==> src/rtl/regfile_writeback_if.sv <==
// regfile_writeback_if: ALU/load result inputs, register-file write port and forwarding lookup
// Ports: alu_valid/alu_addr/alu_data (ALU result, always accepted),
//        ld_valid/ld_ready/ld_addr/ld_data (load result handshake),
//        rf_write/rf_addr/rf_data (registered register-file write),
//        fwd_addr/fwd_hit/fwd_data (forwarding lookup).
// Modports: master drives results and lookups, slave is the write-back sequencer.
interface regfile_writeback_if #(parameter int DATA_W = 16, parameter int ADDR_W = 4);
  logic alu_valid;
  logic [ADDR_W-1:0] alu_addr;
  logic [DATA_W-1:0] alu_data;
  logic ld_valid;
  logic ld_ready;
  logic [ADDR_W-1:0] ld_addr;
  logic [DATA_W-1:0] ld_data;
  logic rf_write;
  logic [ADDR_W-1:0] rf_addr;
  logic [DATA_W-1:0] rf_data;
  logic [ADDR_W-1:0] fwd_addr;
  logic fwd_hit;
  logic [DATA_W-1:0] fwd_data;
  modport master (
    output alu_valid, alu_addr, alu_data, ld_valid, ld_addr, ld_data, fwd_addr,
    input ld_ready, rf_write, rf_addr, rf_data, fwd_hit, fwd_data
  );
  modport slave (
    input alu_valid, alu_addr, alu_data, ld_valid, ld_addr, ld_data, fwd_addr,
    output ld_ready, rf_write, rf_addr, rf_data, fwd_hit, fwd_data
  );
endinterface

==> src/rtl/regfile_writeback.sv <==
// regfile_writeback: orders ALU and load results into one registered register-file write per cycle
// Ports: clk (rising edge), reset (sync, active high), bus (regfile_writeback_if.slave).
// ALU results win every cycle; loads queue in a DEPTH-entry FIFO drained in idle ALU cycles.
// An accepted ALU write kills queued (and same-cycle) loads to the same register.
// Optional: define WB_FWD_EN to build the combinational forwarding lookup; otherwise fwd_* are 0.
module regfile_writeback #(
  parameter int DATA_W = 16,
  parameter int ADDR_W = 4,
  parameter int DEPTH = 4
) (
  input logic clk,
  input logic reset,
  regfile_writeback_if.slave bus
);
  localparam int PW = $clog2(DEPTH);
  logic [DEPTH-1:0] v;
  logic [ADDR_W-1:0] a [DEPTH];
  logic [DATA_W-1:0] d [DEPTH];
  logic [PW-1:0] wp, rp;
  logic [PW:0] cnt;
  logic alu_acc, push, pop;
  assign alu_acc = bus.alu_valid && bus.alu_addr != '0;
  assign push = bus.ld_valid && bus.ld_ready;
  assign pop = !alu_acc && cnt != '0;
  assign bus.ld_ready = cnt != (PW+1)'(DEPTH) && !reset;
  // valid bits are cleared on pop so that a set bit always means a live, unkilled entry
  always_ff @(posedge clk) begin
    if (reset) begin
      v <= '0;
      wp <= '0;
      rp <= '0;
      cnt <= '0;
      bus.rf_write <= 1'b0;
      bus.rf_addr <= '0;
      bus.rf_data <= '0;
    end else begin
      for (int i = 0; i < DEPTH; i++)
        if (alu_acc && a[i] == bus.alu_addr) v[i] <= 1'b0;
      if (pop) begin
        v[rp] <= 1'b0;
        rp <= rp + 1'b1;
      end
      // a same-cycle load counts as older than the ALU write, so it is enqueued killed
      if (push) begin
        v[wp] <= bus.ld_addr != '0 && !(alu_acc && bus.ld_addr == bus.alu_addr);
        a[wp] <= bus.ld_addr;
        d[wp] <= bus.ld_data;
        wp <= wp + 1'b1;
      end
      cnt <= cnt + (PW+1)'(push) - (PW+1)'(pop);
      bus.rf_write <= alu_acc || (pop && v[rp]);
      if (alu_acc) begin
        bus.rf_addr <= bus.alu_addr;
        bus.rf_data <= bus.alu_data;
      end else if (pop) begin
        bus.rf_addr <= a[rp];
        bus.rf_data <= d[rp];
      end
    end
  end
`ifdef WB_FWD_EN
  logic [PW-1:0] idx;
  // later assignments override earlier ones: output register, then FIFO oldest to newest, then ALU input
  always_comb begin
    bus.fwd_hit = 1'b0;
    bus.fwd_data = '0;
    idx = rp;
    if (bus.fwd_addr != '0) begin
      if (bus.rf_write && bus.rf_addr == bus.fwd_addr) begin
        bus.fwd_hit = 1'b1;
        bus.fwd_data = bus.rf_data;
      end
      for (int k = 0; k < DEPTH; k++) begin
        idx = rp + PW'(k);
        if (v[idx] && a[idx] == bus.fwd_addr) begin
          bus.fwd_hit = 1'b1;
          bus.fwd_data = d[idx];
        end
      end
      if (bus.alu_valid && bus.alu_addr == bus.fwd_addr) begin
        bus.fwd_hit = 1'b1;
        bus.fwd_data = bus.alu_data;
      end
    end
  end
`else
  assign bus.fwd_hit = 1'b0;
  assign bus.fwd_data = '0;
`endif
endmodule

==> src/flat_wrapper.sv <==
// flat-port wrapper written by rule: the top's interface ports become plain ports
module regfile_writeback_flat 
#(
  parameter int DATA_W = 16,
  parameter int ADDR_W = 4,
  parameter int DEPTH = 4
)
  (clk, reset, bus_alu_valid, bus_alu_addr, bus_alu_data, bus_ld_valid, bus_ld_addr, bus_ld_data, bus_fwd_addr, bus_ld_ready, bus_rf_write, bus_rf_addr, bus_rf_data, bus_fwd_hit, bus_fwd_data);
  regfile_writeback_if #(.DATA_W(DATA_W), .ADDR_W(ADDR_W)) bus_i ();
  input logic clk;
  input logic reset;
  input wire logic [$bits(bus_i.alu_valid)-1:0] bus_alu_valid;
  input wire logic [$bits(bus_i.alu_addr)-1:0] bus_alu_addr;
  input wire logic [$bits(bus_i.alu_data)-1:0] bus_alu_data;
  input wire logic [$bits(bus_i.ld_valid)-1:0] bus_ld_valid;
  input wire logic [$bits(bus_i.ld_addr)-1:0] bus_ld_addr;
  input wire logic [$bits(bus_i.ld_data)-1:0] bus_ld_data;
  input wire logic [$bits(bus_i.fwd_addr)-1:0] bus_fwd_addr;
  output wire logic [$bits(bus_i.ld_ready)-1:0] bus_ld_ready;
  output wire logic [$bits(bus_i.rf_write)-1:0] bus_rf_write;
  output wire logic [$bits(bus_i.rf_addr)-1:0] bus_rf_addr;
  output wire logic [$bits(bus_i.rf_data)-1:0] bus_rf_data;
  output wire logic [$bits(bus_i.fwd_hit)-1:0] bus_fwd_hit;
  output wire logic [$bits(bus_i.fwd_data)-1:0] bus_fwd_data;
  assign bus_i.alu_valid = bus_alu_valid;
  assign bus_i.alu_addr = bus_alu_addr;
  assign bus_i.alu_data = bus_alu_data;
  assign bus_i.ld_valid = bus_ld_valid;
  assign bus_i.ld_addr = bus_ld_addr;
  assign bus_i.ld_data = bus_ld_data;
  assign bus_i.fwd_addr = bus_fwd_addr;
  assign bus_ld_ready = bus_i.ld_ready;
  assign bus_rf_write = bus_i.rf_write;
  assign bus_rf_addr = bus_i.rf_addr;
  assign bus_rf_data = bus_i.rf_data;
  assign bus_fwd_hit = bus_i.fwd_hit;
  assign bus_fwd_data = bus_i.fwd_data;
  regfile_writeback #(.DATA_W(DATA_W), .ADDR_W(ADDR_W), .DEPTH(DEPTH)) u_core (.clk(clk), .reset(reset), .bus(bus_i));
endmodule
==> config.mk <==
export PLATFORM = sky130hd
export DESIGN_NAME = regfile_writeback_flat
export DESIGN_NICKNAME = d
export VERILOG_FILES = /design/src/rtl/regfile_writeback_if.sv /design/src/rtl/regfile_writeback.sv /design/src/flat_wrapper.sv
export SDC_FILE = /design/constraint.sdc
export NUM_CORES = 1
export LEC_CHECK = 0
export BUFFER_PORTS_ARGS = -buffer_cell sky130_fd_sc_hd__buf_2
export CAP_MARGIN = 20
export CORE_MARGIN = 1.5
export CORE_UTILIZATION = 35
export CTS_CLUSTER_SIZE = 8
export DETAILED_ROUTE_END_ITERATION = 7
export PLACE_DENSITY = 0.61
export SLEW_MARGIN = 20
export SYNTH_ARGS = -nofsm -noshare
export SYNTH_HDL_FRONTEND = slang
export SYNTH_SLANG_ARGS = --single-unit
==> constraint.sdc <==
create_clock -name clk -period 3.3 [get_ports clk]
set_input_delay 0.33 -clock clk [delete_from_list [all_inputs] [get_ports clk]]
set_output_delay 0.33 -clock clk [all_outputs]
set_load 0.01 [all_outputs]
---- Word-level counts from Yosys, hierarchy flattened ----
Memory sizes are Yosys's and may differ from the RTL's. A register that Yosys moved wholly into a read port is not among the register bits.
Index checks and enable logic that the tools add are counted.
cells by class
  eq/ne operators ......................... 6
  reduce and logical (&&, ||, !) cells .... 21
  add/subtract/negate cells ............... 4
  shift-type cells ........................ 0
  divide/modulo/power cells ............... 0
  bitwise logic cells ..................... 2
  muxes and demuxes ....................... 29
  magnitude comparators ................... 4
  multiply operators ...................... 0
operator list
  kind                   number
  $mux W16               2
  $eq A4 B4 Y1           5
  $mux W4                5
  $mux W1                14
  $logic_and A1 B1 Y1    13
  $mux W2                4
  $reduce_bool A4 Y1     2
  $lt A2 B3 Y1 const B   2
  $add A2 B1 Y2 const B  2
  $and A4 B4 Y4          1
  $bwmux W4              1
  $demux W1 S2           2
  $ge A2 B1 Y1 const B   2
  $not A4 Y4             1
  $add A3 B1 Y3          1
  $logic_not A1 Y1       3
  $ne A3 B3 Y1 const B   1
  $reduce_bool A3 Y1     1
  $sub A3 B1 Y3          1
  $bmux W1 S2            1
  $reduce_bool A2 Y1     1
  $logic_or A1 B1 Y1     1
storage, ports and cells
  input port bits ......................... 48
  ROM bits ................................ 0
  flip-flop bits (word level) ............. 32
  bits in latches ......................... 0
  memory bits (writable) .................. 80
  memories kept ........................... 2
memory list
  memory    words  width  read ports  clocked after Yosys merged registers in  write ports  line                     RTL
  u_core.d  4      16     1           1                                        1            regfile_writeback.sv:18  logic [DATA_W-1:0] d [DEPTH];
  u_core.a  4      4      5           1                                        1            regfile_writeback.sv:17  logic [ADDR_W-1:0] a [DEPTH];

---- Depth between registers and ports, before layout ----
  depth in word-level cells ............... 10
  depth in mapped cells ................... 11
  mapped depth without buffers ............ 9

---- Worst setup path after synthesis ----
Ideal clock, no wire load.
  path kind ............................... input to register
  from .................................... input port bus_alu_addr[1]
  to ...................................... register u_core.cnt[2]
  library setup time ...................... 128 ps
  stages on the path ...................... 11
  buffers on the path ..................... 2
  arrival time ............................ 2,328 ps
  setup slack ............................. 845 ps
  path through ............................ clkbuf_1 -> o41ai_4 -> buf_2 -> nand2_1 -> mux2i_1 -> ha_1 -> inv_1 -> fa_1 -> xor2_1 -> xnor2_1 -> nor2_1
on the way
  longest elaborated chain between the ends .. 5
ends and longest elaborated chain
  what                    line                     RTL
  start: declaration      flat_wrapper.sv:13       input wire logic [$bits(bus_i.alu_addr)-1:0] bus_alu_addr;
  $reduce_bool A4 Y1      regfile_writeback.sv:22  assign alu_acc = bus.alu_valid && bus.alu_addr != '0;
  $logic_and A1 B1 Y1     regfile_writeback.sv:22
  $logic_not A1 Y1        regfile_writeback.sv:24  assign pop = !alu_acc && cnt != '0;
  $logic_and A1 B1 Y1     regfile_writeback.sv:24
  $sub A3 B1 Y3           regfile_writeback.sv:50  cnt <= cnt + (PW+1)'(push) - (PW+1)'(pop);
  end signal: assignment  regfile_writeback.sv:50
  end: declaration        regfile_writeback.sv:20  logic [PW:0] cnt;
Every way passes these cells.
A chain may end at the register's enable or synchronous reset.

---- Worst setup path in the final report ----
  from .................................... register u_core.cnt[1]
  to ...................................... register u_core.cnt[2]
on the way
  longest elaborated chain between the ends .. 5
ends and longest elaborated chain
  what                 line                     RTL
  $ne A3 B3 Y1         regfile_writeback.sv:25  assign bus.ld_ready = cnt != (PW+1)'(DEPTH) && !reset;
  $logic_and A1 B1 Y1  regfile_writeback.sv:25
  $logic_and A1 B1 Y1  regfile_writeback.sv:23  assign push = bus.ld_valid && bus.ld_ready;
  $add A3 B1 Y3        regfile_writeback.sv:50
  $sub A3 B1 Y3 *      regfile_writeback.sv:50
Every way passes the cells marked *; elsewhere a longest branch is shown, timed or not.

==> run_results.csv <==
group,metric,value,unit
clock_network,root_buffer,"clkbuf_16",
setup_path,r2r_end,"u_core.cnt[2]",
grt,grt_antenna_before_repair,0,
place,place.gp.congestion,0.822,
setup_path,worstPathCellList,"nor3b_1 > nor3b_1 > buf_4 > ha_1 > inv_1 > fa_1 > xor2_1 > xnor2_1 > nor2_1",
worst_hold_path,hold_start,"bus_ld_data[12]",
sta,finalCritPeriodShare,63.9,%
place,portBuffers,65,
clock_network,postCtsHoldBufs,0,
grt,grt_pass1_vias,2991,
yosys,yosysMostFrequentCell,"edfxtp_1",
setup_path,reg2reg_depth,9,
routing,routed_wl,10300,um
finish,nets,477,
yosys,netlist_instances,347,
setup_path,cp.required,3570,ps
yosys,synth_edf_count,80,
sta,final.setup.tns,0,ps
yosys,yosysTopAreaCellShare,49.2,%
pwr,peakVddDrop,0.404,mV
die,design.core.area,0.0135,sq mm
finish,num_antenna_cells,0,
grt,track_usage,15.0,%
finish,syn2layout_area_growth,22.1,%
yosys,seq_area_frac_synth,63.1,%
routing,final_antenna_net_count,0,
setup_path,critPathMaxStageDelay,450,ps
setup_path,end_kind,"register",
die,die_area,0.0147,sq mm
yosys,synth-main-ff-cell,"edfxtp_1",
yosys,synth_top_area_cell,"edfxtp_1",
yosys,synthTopCellsByArea,"edfxtp_1, dfxtp_1, mux4_2, xnor2_1, nand2_1",
routing,via_per_inst,4.92,
grt,grt_max_degree,42,
pwr,static-leakage-power,2.22,nW
sta,setup_violations,0,
sta,max_freq,0.474,GHz
worst_hold_path,hp-class,"input pin to register",
routing,vias,2991,
setup_path,setup.worst_path.start,"u_core.cnt[1]",
yosys,ys_async_sr_fraction,0,%
routing,drc,0,
clock_network,cts_resized,0,
clock_network,postCtsSetupBuffers,0,
status,status,"completed",
setup_path,cp-start-kind,"register",
yosys,synthTopCellsByCount,"edfxtp_1, nand2_1, dfxtp_1",
setup_path,arrival,2380,ps
place,dp_slack,850,ps
worst_hold_path,min_path_cells,1,
clock_network,clk_latency,400,ps
sta,fin_ws,1190,ps
sta,slew_headroom,46.2,%
sta,tightest_slew,803,ps
sta,hold_viol_final,0,
yosys,syn_area_per_cell,14.1,sq um
setup_path,crit_path_max_fanout,12,
run,maxCapViolations,0,
sta,slew_viol_final,0,
die,start_util,36.3,%
sta,rsz0062_at_grt,"false",
sta,fin_crit,2110,ps
die,die_y,121,um
routing,first_pass_iters,4,
finish,drive_above_1_share,29.6,%
setup_path,r2r_slack,1190,ps
pwr,p_per_area,787,mW/mm^2
clock_network,cts.clk_slew.worst_paths,60,ps
clock_network,clk_path_buf_depth,2,
setup_path,r2r-start,"u_core.cnt[1]",
sta,clock_skew,9.27,ps
grt,grt_pass1_wl,16200,um
clock_network,cts_buffers,17,
yosys,ys_warn_count,0,
routing,wl_per_cell,16.9,um
place,dpl.hpwl,6750,um
yosys,ys_types,32,
yosys,syn_area,0.00488,sq mm
worst_hold_path,holdPathEnd,"u_core.d[1][12]",
clock_network,htreeDepth,4,
die,ioPinCount,87,
die,fp-row-count,42,
yosys,ys_seq_elements,114,
clock_network,cts_sinks,114,
setup_path,cpMaxStageDelayCell,"dfxtp_1",
routing,drtIter0Drc,153,
setup_path,critPathMostFrequentCell,"nor3b_1",
setup_path,path_class,"register to register",
clock_network,cts_tree,"built",
die,die-width,121,um
grt,grt-ovfl-total,0,
-- area by class of cell --
cell class	count	area [sq um]
inverter	9	33.8
tap	176	220
clock buffer	19	443
sequential	114	3080
timing repair buffer	75	413
multi-input combinational	202	1610
clock inverter	13	165
fill	1220	7490
-- logic make-up (layout without fill, tap and decap cells) --
kind of cell | after synthesis | in the layout | share of synthesized area, %
AO/OA/AOI/OAI | 34 | 34 | 5.74
XOR/XNOR | 24 | 24 | 4.31
adder cells (fa/ha/maj) | 10 | 10 | 2.72
buffers and inverters | 47 | 116 | 5.30
flip-flops | 114 | 114 | 63.1
multiplexers | 26 | 26 | 10.7
other | 1 | 17 | 0.0768
AND/OR/NAND/NOR | 91 | 91 | 8.00
-- per-layer routing --
metal	routed length, um	up-vias	GRT usage, %
met5	0	-	0
li1	-	1387	-
met2	5140	108	24.4
met4	121	0	5.74
met1	4420	1481	19.0
met3	612	15	4.14
-- layout by cell type (no fill, tap or decap), types with 5 or more instances in the layout --
| cell | count |
|---|---|
| buf_2 | 65 |
| nand4_1 | 5 |
| clkbuf_16 | 17 |
| conb_1 | 17 |
| a311oi_1 | 16 |
| inv_1 | 9 |
| nand2_1 | 45 |
| buf_4 | 9 |
| edfxtp_1 | 80 |
| mux2i_1 | 5 |
| nand2b_1 | 5 |
| o21ai_0 | 5 |
| clkinv_2 | 6 |
| dfxtp_1 | 34 |
| ha_1 | 9 |
| xnor2_1 | 23 |
| nor2_1 | 28 |
| mux4_2 | 21 |
-- worst max-delay path by stage --
stage | to | slack [ps] | cells after the start
global placement | u_core.cnt[2] | 910 | 10
global route | u_core.cnt[2] | 980 | 9
detailed placement | u_core.cnt[2] | 850 | 10
finish | u_core.cnt[2] | 1190 | 9
floorplan | u_core.cnt[2] | 840 | 11
CTS | u_core.a[3][3] | 1190 | 6
-- report_power, final --
part / switching (W) / total, W / leakage (nW) / internal [W]
Sequential: 0.000112 / 0.00179 / 1.01 / 0.00168
Clock: 0.000609 / 0.00188 / 0.301 / 0.00127
Combinational: 0.000561 / 0.00103 / 0.907 / 0.000467
Total: 0.00128 / 0.00469 / 2.22 / 0.00341
-- metrics by stage --
stage	utilization [%]	hold WS [ps]	cell area, sq um	std cells	total power, W
finish	44.3	142	5960	608	0.00469
global route	44.3	138	5960	608	0.00492
CTS	44.3	129	5960	608	0.00476
detailed placement	39.8	466	5360	576	0.00287
global placement	39.8	469	5360	576	0.00284
floorplan	-	429	4940	363	0.00253
-- sequential cells by signal, indices dropped and copies added, names as in the netlist, 2 cells and up, named ones only --
register,flops
u_core.bus.rf_data,16
u_core.bus.rf_addr,4
u_core.a,16
u_core.v,4
u_core.d,64
u_core.cnt,3
u_core.wp,2
u_core.rp,2
-- worst max-delay path: cells and delay by family (launching register included) --
kind,cells,cell delay (ps)
xor gates and xnor gates,2,320
adders and majority gates,2,530
buffers and inverters,2,280
DFF,1,450
and+or+nand+nor,3,380
Power figures use the tool's default switching activity.
